$ cat src/rtl/sv_offset_pipe.sv
// sv_offset_pipe: adds a programmable offset to each input beat, with wrap or
// saturating arithmetic chosen per beat. Results travel through an elastic
// valid/ready pipeline STAGES deep, which absorbs backpressure from downstream.
module sv_offset_pipe #(
    parameter int               WIDTH  = 128,
    parameter int               STAGES = 2,
    parameter logic [WIDTH-1:0] OFFSET = 3
) (
    input  logic             clk,
    input  logic             rst_n,
    input  logic             in_valid,
    output logic             in_ready,
    input  logic [WIDTH-1:0] in_data,
    input  logic             in_sat,
    output logic             out_valid,
    input  logic             out_ready,
    output logic [WIDTH-1:0] out_data,
    output logic             out_ovf,
    input  logic             cfg_we,
    input  logic [WIDTH-1:0] cfg_offset,
    output logic [WIDTH-1:0] cur_offset,
    output logic [31:0]      beat_cnt
);

    logic [STAGES-1:0] stage_valid;
    logic [STAGES-1:0] stage_ovf;
    logic [WIDTH-1:0]  stage_data [STAGES];
    logic [STAGES-1:0] can_accept;
    logic              tail_full;
    logic [WIDTH:0]    sum;
    logic [WIDTH-1:0]  result;
    logic [WIDTH-1:0]  offset_q;
    logic [31:0]       cnt_q;

    // The offset in use is always the registered value, so a cfg write that lands
    // on the same edge as an accept only affects later beats.
    assign sum    = {1'b0, in_data} + {1'b0, offset_q};
    assign result = (in_sat && sum[WIDTH]) ? '1 : sum[WIDTH-1:0];

    // A stage can take a beat when it or any stage after it has room, or when the
    // output is being drained. Walking from the tail keeps the chain acyclic.
    always_comb begin
        can_accept = '0;
        tail_full  = 1'b1;
        for (int i = STAGES - 1; i >= 0; i--) begin
            tail_full     = tail_full & stage_valid[i];
            can_accept[i] = out_ready | ~tail_full;
        end
    end

    assign in_ready   = rst_n & can_accept[0];
    assign out_valid  = stage_valid[STAGES-1];
    assign out_data   = stage_data[STAGES-1];
    assign out_ovf    = stage_ovf[STAGES-1];
    assign cur_offset = offset_q;
    assign beat_cnt   = cnt_q;

    // Pipeline registers: each stage loads from its predecessor whenever it can
    // accept, otherwise it holds its beat so the output stays stable under stall.
    always_ff @(posedge clk) begin
        if (!rst_n) begin
            stage_valid <= '0;
            stage_ovf   <= '0;
            for (int i = 0; i < STAGES; i++) begin
                stage_data[i] <= '0;
            end
        end else begin
            if (can_accept[0]) begin
                stage_valid[0] <= in_valid;
                if (in_valid) begin
                    stage_data[0] <= result;
                    stage_ovf[0]  <= sum[WIDTH];
                end
            end
            for (int i = 1; i < STAGES; i++) begin
                if (can_accept[i]) begin
                    stage_valid[i] <= stage_valid[i-1];
                    if (stage_valid[i-1]) begin
                        stage_data[i] <= stage_data[i-1];
                        stage_ovf[i]  <= stage_ovf[i-1];
                    end
                end
            end
        end
    end

    // Offset register, reloaded from cfg_offset on request; reset wins.
    always_ff @(posedge clk) begin
        if (!rst_n) begin
            offset_q <= OFFSET;
        end else if (cfg_we) begin
            offset_q <= cfg_offset;
        end
    end

    // Delivered-beat counter, sticking at its maximum until the next reset.
    always_ff @(posedge clk) begin
        if (!rst_n) begin
            cnt_q <= '0;
        end else if (out_valid && out_ready && (cnt_q != 32'hFFFF_FFFF)) begin
            cnt_q <= cnt_q + 32'd1;
        end
    end

endmodule

$ cat config.mk
export PLATFORM = sky130hd
export DESIGN_NAME = sv_offset_pipe
export DESIGN_NICKNAME = d
export VERILOG_FILES = /design/src/rtl/sv_offset_pipe.sv
export SDC_FILE = /design/constraint.sdc
export NUM_CORES = 1
export LEC_CHECK = 0
export CORE_MARGIN = 2
export CORE_UTILIZATION = 52
export DETAILED_ROUTE_END_ITERATION = 8
export PLACE_DENSITY = 0.86
export REMOVE_ABC_BUFFERS = 1
export SLEW_MARGIN = 20
export SYNTH_ARGS = -nofsm -noshare
export SYNTH_HDL_FRONTEND = slang
export SYNTH_SLANG_ARGS = --single-unit
$ cat constraint.sdc
create_clock -name clk -period 5.14 [get_ports clk]
set_input_delay 1.028 -clock clk [delete_from_list [all_inputs] [get_ports clk]]
set_output_delay 1.028 -clock clk [all_outputs]
set_load 0.03 [all_outputs]
==> results by group, run 1 <==
Run status
  • Outcome: complete, no violations

Min path
  • Worst hold-check path type: reg2reg

Global route
  • Total track usage: 0.3031
  • Initial antenna violation count: 1
  • Vias in the first global route: 20809
  • Remaining Overflow, GRT: 0
  • Largest net degree at the start of global routing: 100
  • First-pass GRT wire length: 118.7 mm

Routing
  • Via Count: 20794
  • Final wirelength: 77.07 mm
  • Drt via density: 5.703
  • Routed wire per std cell: 21.14 um
  • DRC: 0
  • Post-route ant nets: 0
  • DRT Pass-1 Iters: 6
  • DRT iter0 DRCs: 1661

Critical path
  • Startpoint class of the critical path: input pin
  • Arrival time worst endpoint: 5370 ps
  • Crit Path Max Fanout: 34
  • Worst Setup End Kind: register
  • WS Path Type: in2reg
  • CP Data Required Time: 5570 ps

Synth
  • Mapped Avg Cell Area: 9.906 um^2
  • Synth Instances: 2511
  • Ys flop type: edfxtp_1
  • Ranking of synthesized cells by area: edfxtp_1 (31%), dfxtp_1 (13%), ha_1 (6.5%), mux2i_1 (5.2%), a21oi_1 (4.7%)
  • Cell taking the most area after synthesis: edfxtp_1
  • Synth unique cells: 69
  • EDFF count, synth: 256
  • Yosys reg bits: 420
  • Most instantiated cells after synthesis: edfxtp_1 (256), a21oi_1 (233), dfxtp_1 (164)
  • Ys Warns: 0
  • Share of the synthesized area in the top cell type: 0.3091
  • Netlist Area Pre-Place: 24870 um^2
  • Async set or reset register ratio after synthesis: 0
  • Seq/Total Area, Yosys: 0.4410
  • Most numerous cell in the Yosys netlist: edfxtp_1

Placement
  • Placed instance count: 3561
  • Detail Placement HPWL: 59.63 mm
  • IO Port Bufs: 552
  • GPL Wtd Cong: 0.9742

Clocking
  • Reg clk slew, reported paths: 70 ps
  • Hold Buf Count CTS: 0
  • Worst-case clock buffer depth: 3
  • Post-CTS sizing: 0
  • Root Driver: clkbuf_16
  • Post-CTS setup buffers: 0
  • Clk sinks: 420
  • Clk Latency, worst-skew pair: 600 ps
  • CTS tree: done
  • Htree depth: 2
  • TritonCTS buffer count: 46

Cells and area
  • Fin cells: 3646
  • P&R area growth vs syn: 30.92%
  • # diodes: 0
  • Nets@finish: 3386
  • Share of cells above drive strength 1: 0.1029

Timing
  • Setup TNS: 0 ps
  • Setup violations, final: 0
  • Worst Skew: 27.66 ps
  • Fmax: 0.2024 GHz
  • Slew @ Worst Pin: 1024 ps
  • Max Slew Vio Count: 0
  • Relative slew slack: 0.3171
  • Tcrit/Tclk final: 0.9612
  • RSZ-0062 raised after global routing: no
  • Post-layout minimum cycle time: 4940 ps
  • Count of final hold-check violations: 0

Power and ir drop
  • Peak supply drop: 238.9 uV
  • Pwr per Cell Area: 308.8 nW/um^2
  • Leakage: 13.02 nW

Die
  • Ports: 553
  • Row count: 80
  • Core area: 47450 um^2
  • Die area: 49600 um^2
  • Initial Utilization: 0.5243
  • Die X: 222.7 um
  • Die H: 222.7 um

Run
  • Max cap viols: 0
==> layer usage <==
| metal | vias to the layer above | part of all wire | GRT usage |
|---|---|---|---|
| li1 | 9825 | - | - |
| met3 | 154 | 0.072 | 0.06215 |
| met2 | 856 | 0.48 | 0.5137 |
| met5 | - | 0.00021 | 0 |
| met1 | 9957 | 0.42 | 0.3906 |
| met4 | 2 | 0.030 | 0.09115 |
==> through the flow <==
stage	total power, mW	worst slack (ps)	cell area [um^2]	utilization	hold slack (ps)
2_1_floorplan	5.396	-399.5	23340	-	483.5
3_3_place_gp	6.415	-272.4	30880	0.6508	493.1
3_5_place_dp	6.443	-294.8	30880	0.6508	505.7
4_1_cts	10.08	288.9	32570	0.6864	514.7
5_1_grt	10.41	31.53	32570	0.6864	521.4
6_report	10.06	199.6	32570	0.6864	511.7
==> flip-flops by register name (all words and copies together) (netlist names) <==
signal	cells
cur_offset	128
stage_data	256
beat_cnt	32
stage_valid	2
stage_ovf	2
==> worst max-delay path, stage by stage <==
cell	delay, ps
clkdlybuf4s50_1	420
ha_1	440
and3_1	260
and4_1	290
nand3_1	150
nor3_1	410
o2111ai_1	230
buf_4	190
a21oi_2	260
o21ai_2	130
o31ai_4	300
a31oi_2	190
o21ba_4	250
o21ai_4	240
nand2_8	150
buf_12	210
a21oi_1	170
==> cell usage in the layout, fill, tap and decap left out, types with 29 or more instances in the layout <==
master | synthesis | layout
buf_4 | 128 | 136
xnor2_1 | 89 | 89
and2_1 | 163 | 163
nand2_1 | 143 | 141
o21ai_0 | 118 | 118
nor2_1 | 122 | 122
edfxtp_1 | 256 | 256
inv_1 | 43 | 43
dfxtp_1 | 164 | 164
a21oi_1 | 233 | 232
o21bai_1 | 29 | 29
clkdlybuf4s50_1 | 0 | 550
nand4_1 | 70 | 70
a21oi_2 | 68 | 68
a21o_1 | 53 | 53
nor2b_1 | 146 | 146
xor2_1 | 64 | 64
ha_1 | 129 | 129
clkbuf_16 | 0 | 53
mux2i_1 | 130 | 130
==> path summary, 6_finish.rpt <==
check                                        from                                to  slack, ps  cells past startpoint
hold / removal    stage_data[0][53]$_SDFFCE_PN0P_  stage_data[0][181]$_SDFFCE_PN0P_        510                      1
setup / recovery                      in_data[14]   stage_data[0][33]$_SDFFCE_PN0P_        200                     17
setup reg to reg      cur_offset[14]$_SDFFE_PN0P_   stage_data[0][33]$_SDFFCE_PN0P_        760                     16
hold reg to reg   stage_data[0][53]$_SDFFCE_PN0P_  stage_data[0][181]$_SDFFCE_PN0P_        510                      1
==> power by group <==
| part | leakage [nW] | switching [mW] | internal (mW) |
|---|---|---|---|
| Combinational | 8.09 | 1.37 | 1.04 |
| Clock | 0.823 | 1.42 | 2.23 |
| Sequential | 4.11 | 0.124 | 3.88 |
| Total | 13.0 | 2.91 | 7.15 |
==> kinds of logic (layout without fill, tap and decap cells) <==
| logic type | count (synthesis) | in the layout | synth area share |
|---|---|---|---|
| and+or+nand+nor | 759 | 759 | 0.1627 |
| AOI/OAI and AO/OA | 615 | 615 | 0.1563 |
| DFF | 420 | 420 | 0.4410 |
| buffers and inverters | 304 | 824 | 0.06806 |
| xor gates and xnor gates | 153 | 153 | 0.05387 |
| adders and majority gates | 130 | 130 | 0.06569 |
| muxes | 130 | 130 | 0.05231 |
==> layout make-up <==
class	instances	area [um^2]
tap	615	769.5
timing repair buffer	696	6718
multi-input combinational	1787	12260
clock inverter	16	221.5
fill	3608	14880
sequential	420	10970
clock buffer	69	1466
inverter	43	161.4
Note: power is estimated with default switching activity, not from simulation.
==> run 2, diff against run 1 <==
HOLD_SLACK_MARGIN = 0.02   (was not set)
==> results of run 2 <==
The final DEF is identical to that of run 1; final timing and power are the same.
